--- src/rtl/ramarb.sv ---
// ramarb: round-robin arbiter for the shared RAM port. It inserts a one-cycle bus turnaround
// between owners and uses a hold timeout that masks a requester until it drops its request.
module ramarb #(
  parameter int NREQ    = 4,
  parameter int TIMEOUT = 16
) (
  input  logic            CLK,
  input  logic            RST,
  input  logic [NREQ-1:0] REQ,
  output logic [NREQ-1:0] GNT,
  output logic [2:0]      OWNER,
  output logic            RAM_CS,
  output logic            BUSY,
  output logic            TMO
);

  localparam int unsigned N = NREQ;

  typedef enum logic [1:0] {S_IDLE, S_GRANT, S_RECOVER} state_t;

  state_t          state_q, state_d;
  logic [2:0]      ptr_q, ptr_d;
  logic [2:0]      owner_q, owner_d;
  logic [NREQ-1:0] mask_q, mask_d;
  logic [NREQ-1:0] gnt_q, gnt_d;
  logic [7:0]      cnt_q, cnt_d;
  logic            cs_q, cs_d;
  logic            busy_q, busy_d;
  logic            tmo_q, tmo_d;

  logic [NREQ-1:0] elig;
  logic            req_own, at_limit;
  logic            win_any, hi_any, lo_any;
  logic [2:0]      hi_idx, lo_idx, win_idx, win_ptr;

  assign elig     = REQ & ~mask_q;
  assign req_own  = |(REQ & gnt_q);
  assign at_limit = (cnt_q == 8'(TIMEOUT - 1));

  // Rotating scan split in two: first eligible at/above ptr, else first eligible overall (wrap).
  always_comb begin
    hi_any = 1'b0;
    lo_any = 1'b0;
    hi_idx = '0;
    lo_idx = '0;
    for (int unsigned j = 0; j < N; j++) begin
      if (elig[j] && !lo_any) begin
        lo_any = 1'b1;
        lo_idx = 3'(j);
      end
      if (elig[j] && !hi_any && (j >= 32'(ptr_q))) begin
        hi_any = 1'b1;
        hi_idx = 3'(j);
      end
    end
    win_any = lo_any;
    win_idx = hi_any ? hi_idx : lo_idx;
    win_ptr = (win_idx == 3'(N - 1)) ? 3'd0 : win_idx + 3'd1;
  end

  always_ff @(posedge CLK or negedge RST) begin
    if (!RST) begin
      state_q <= S_IDLE;
      ptr_q   <= '0;
      owner_q <= '0;
      mask_q  <= '0;
      gnt_q   <= '0;
      cnt_q   <= '0;
      cs_q    <= 1'b0;
      busy_q  <= 1'b0;
      tmo_q   <= 1'b0;
    end else begin
      state_q <= state_d;
      ptr_q   <= ptr_d;
      owner_q <= owner_d;
      mask_q  <= mask_d;
      gnt_q   <= gnt_d;
      cnt_q   <= cnt_d;
      cs_q    <= cs_d;
      busy_q  <= busy_d;
      tmo_q   <= tmo_d;
    end
  end

  always_comb begin
    state_d = state_q;
    ptr_d   = ptr_q;
    owner_d = owner_q;
    cnt_d   = cnt_q;
    mask_d  = mask_q & REQ;
    unique case (state_q)
      S_IDLE, S_RECOVER: begin
        cnt_d = '0;
        if (win_any) begin
          state_d = S_GRANT;
          owner_d = win_idx;
          ptr_d   = win_ptr;
        end else begin
          state_d = S_IDLE;
        end
      end
      S_GRANT: begin
        if (!req_own) begin
          state_d = S_RECOVER;
          cnt_d   = '0;
        end else if (at_limit) begin
          state_d = S_RECOVER;
          cnt_d   = '0;
          mask_d  = mask_d | gnt_q;
        end else begin
          cnt_d = cnt_q + 8'd1;
        end
      end
      default: state_d = S_IDLE;
    endcase
  end

  always_comb begin
    gnt_d  = (state_d == S_GRANT) ? (NREQ'(1) << owner_d) : '0;
    cs_d   = (state_d == S_GRANT);
    busy_d = (state_d != S_IDLE);
    tmo_d  = (state_q == S_GRANT) && req_own && at_limit;
  end

  assign GNT    = gnt_q;
  assign OWNER  = owner_q;
  assign RAM_CS = cs_q;
  assign BUSY   = busy_q;
  assign TMO    = tmo_q;

endmodule

--- config.mk ---
export PLATFORM = sky130hd
export DESIGN_NAME = ramarb
export DESIGN_NICKNAME = d
export VERILOG_FILES = /design/src/rtl/ramarb.sv
export SDC_FILE = /design/constraint.sdc
export NUM_CORES = 1
export LEC_CHECK = 0
export ABC_AREA = 1
export CAP_MARGIN = 10
export CORE_AREA = 2 2 52 54
export DETAILED_ROUTE_END_ITERATION = 8
export DIE_AREA = 0 0 54 56
export GPL_TIMING_DRIVEN = 0
export PLACE_DENSITY = 0.76
export SLEW_MARGIN = 0
export SYNTH_ARGS = -nofsm -noshare
export SYNTH_HDL_FRONTEND = slang
export SYNTH_SLANG_ARGS = --single-unit
export TNS_END_PERCENT = 5
--- constraint.sdc ---
create_clock -name CLK -period 1.8 [get_ports CLK]
set_input_delay 0.36 -clock CLK [delete_from_list [all_inputs] [get_ports CLK]]
set_output_delay 0.36 -clock CLK [all_outputs]
set_load 0.01 [all_outputs]
==> reports/qor.yml, run 1 <==
outcome:
  status: "complete, no violations"
synth:
  syn-cell-area_um2: 1290
  synth_top_area_cell: "dfrtp_1"
  synthFlopType: "dfrtp_1"
  synth_top_area_frac: 0.503
  synthArstFlopShare: 1.00
  synth_area_per_cell_um2: 8.98
  synthesis.nets: 151
  yosys-top-cells-count: "nand2_1 (32), dfrtp_1 (26), inv_1 (22), nor2_1 (12)"
  yosysMostFrequentCell: "nand2_1"
  synth_area_leaders: "dfrtp_1 (50%), nand2_1 (9.3%), inv_1 (6.4%)"
  synth-seq-cells: 26
  synth-edff-count: 0
  synthCells: 144
  ys_types: 24
  ys_seq_area_frac: 0.503
  yosysWarnings: 0
clock_network:
  cts_root_buffer: "clkbuf_4"
  postCtsHoldBufs: 0
  clkSinkCount: 26
  cts_resized: 0
  clockBufferDepth: 2
  post-cts-setup-buffers: 0
  clk_pin_slew_ps: 140
  insertion_delay_ps: 310
  htreeDepth: 1
  cts_tree: "done"
  cts_inserted_buffers: 3
floorplanning:
  die_w_um: 54
  coreArea_um2: 2430
  start_util: 0.531
  dieArea_um2: 3020
  ioPinCount: 16
  die_y_um: 56
  placementRows: 18
finish:
  design_area_um2: 1530
  layout-drive-gt1-share: 0.165
  fin_cells: 194
  area_growth_pct: 18.5
  diodes: 0
  nets: 172
flow_run:
  drv_cap: 0
global_route:
  grt_first_pass_wirelength_mm: 4.13
  grt_max_degree: 27
  track_usage: 0.180
  grt_pass1_vias: 1006
  gr-total-overflow: 0
  antenna_found_initial: 0
worst_hold_path:
  hp-class: "primary input to asynchronous set/reset pin"
placement:
  dp.cells: 189
  port_buffers: 15
  place_hpwl_mm: 1.83
  post_dp_cell_area_um2: 1480
  place.gp.congestion: 0.805
critical_path:
  cp.required_ps: 1440
  cp.arrival_ps: 1320
  reg2reg_depth: 8
  cp_slowest_cell: "clkdlybuf4s50_1"
  path_cells: "clkdlybuf4s50_1"
  crit_type: "flop to primary output"
  critPathMaxStageDelay_ps: 560
  start_kind: "flop"
  cp_max_fo: 3
  path_buf_inv: 1
  r2r_slack_ps: 240
  reg2reg_to: "GNT[3]"
  endpoint_kind: "primary output"
  crit_family: "buffers and inverters"
  rr_startpoint: "cnt_q[0]"
drt:
  drt_wl_total_mm: 2.37
  ant_nets: 0
  viasPerCell: 5.05
  drc: 0
  initialDrtViolationCount: 10
  vias: 979
  routedWlPerCell_um: 12.2
  first_pass_iters: 4
timing:
  period_minus_slack_ps: 1680
  finalMaxSlewViolations: 0
  fin_crit_sh: 0.931
  setup_viol: 0
  clock_skew_ps: 4.08
  hold_viol: 0
  worst_pin_slew_ps: 604
  grt_setup_unrepaired: "false"
  slew_headroom: 0.596
  max_freq_mhz: 597
power:
  pwr_density_cell_nw_per_um2: 1250
  p_switching_mw: 0.719
  p_int_mw: 1.19
  p_seq_frac: 0.420
  leakage_nw: 0.718
  switching_share: 0.377
  clkPwrFrac: 0.153
  pwr-share-comb: 0.427
  peakVddDrop_mv: 0.830
-- how the worst max path moves through the flow --
stage          slack, ps  depth (start not counted)  startpoint  endpoint
3_3_place_gp           6                         11      REQ[3]  ptr_q[1]
4_1_cts              120                          1    OWNER[2]  OWNER[2]
6_report             120                          1    OWNER[2]  OWNER[2]
3_5_place_dp         -10                         10      REQ[2]    GNT[0]
5_1_grt               70                          1    OWNER[2]  OWNER[2]
2_1_floorplan        460                          7    cnt_q[0]  cnt_q[1]
-- power by group through the flow --
| stage | clock network, mW | logic, mW | registers (mW) |
|---|---|---|---|
| final | 0.292 | 0.816 | 0.802 |
| after global routing | 0.323 | 0.919 | 0.815 |
| after CTS | 0.298 | 0.823 | 0.801 |
| after detailed placement | 0 | 0.819 | 0.814 |
| after global placement | 0 | 0.794 | 0.808 |
| after floorplan | 0 | 0.515 | 0.833 |
-- area by class of cell --
cell class / count / area, µm²
Clock buffer: 4 / 36.3
Inverter: 22 / 82.6
Fill cell: 220 / 901
Multi-Input combinational cell: 95 / 548
Sequential cell: 26 / 651
Buffer: 1 / 11.3
Tap cell: 30 / 37.5
Timing Repair Buffer: 16 / 165
-- placed cells by master, fill, tap and decap left out, types with 4 or more instances in the layout --
master / instances
clkdlybuf4s50_1: 15
dfrtp_1: 26
nor2_1: 12
nand3_1: 7
o21ai_0: 7
inv_1: 22
nand2_1: 32
o22ai_1: 4
nor2_2: 4
nand2_2: 6
-- metal layers --
| metal | GRT usage | wire length [µm] |
|---|---|---|
| met1 | 0.236 | 1190 |
| met2 | 0.300 | 1090 |
| met3 | 0.0323 | 76 |
| met4 | 0.0429 | 15 |
| met5 | 0 | 0 |
-- per-stage QoR --
| stage | hold WS, ps | utilization | setup slack (ps) | total power, mW | setup TNS [ps] |
|---|---|---|---|---|---|
| 6_report | 405 | 0.630 | 125 | 1.91 | 0 |
| 5_1_grt | 426 | 0.630 | 69.3 | 2.06 | 0 |
| 4_1_cts | 533 | 0.623 | 118 | 1.92 | 0 |
| 3_5_place_dp | 501 | 0.609 | -9.71 | 1.63 | -17.0 |
| 3_3_place_gp | 494 | 0.609 | 6.31 | 1.60 | 0 |
| 2_1_floorplan | 64.4 | - | 461 | 1.35 | 0 |
-- logic make-up (layout without fill, tap and decap cells) --
logic type / count (synthesis) / in the layout / share of synthesized area
AOI/OAI and AO/OA: 21 / 21 / 0.114
xor gates and xnor gates: 4 / 4 / 0.0271
adders and majority gates: 1 / 1 / 0.00968
buffers and inverters: 23 / 43 / 0.0726
DFF: 26 / 26 / 0.503
and+or+nand+nor: 69 / 69 / 0.273
-- sequential cells by signal, summed over array words and instances (netlist names) --
register,count
TMO,1
ptr_q,2
mask_q,4
state_q,2
RAM_CS,1
OWNER,3
GNT,4
cnt_q,8
BUSY,1
Power figures use the tool's default switching activity.
==> run 2: changes to the inputs <==
SKIP_CTS_REPAIR_TIMING = 1   (was unset)
==> results of run 2 <==
Same layout as run 1: the final DEF is identical, and so are final timing and power.
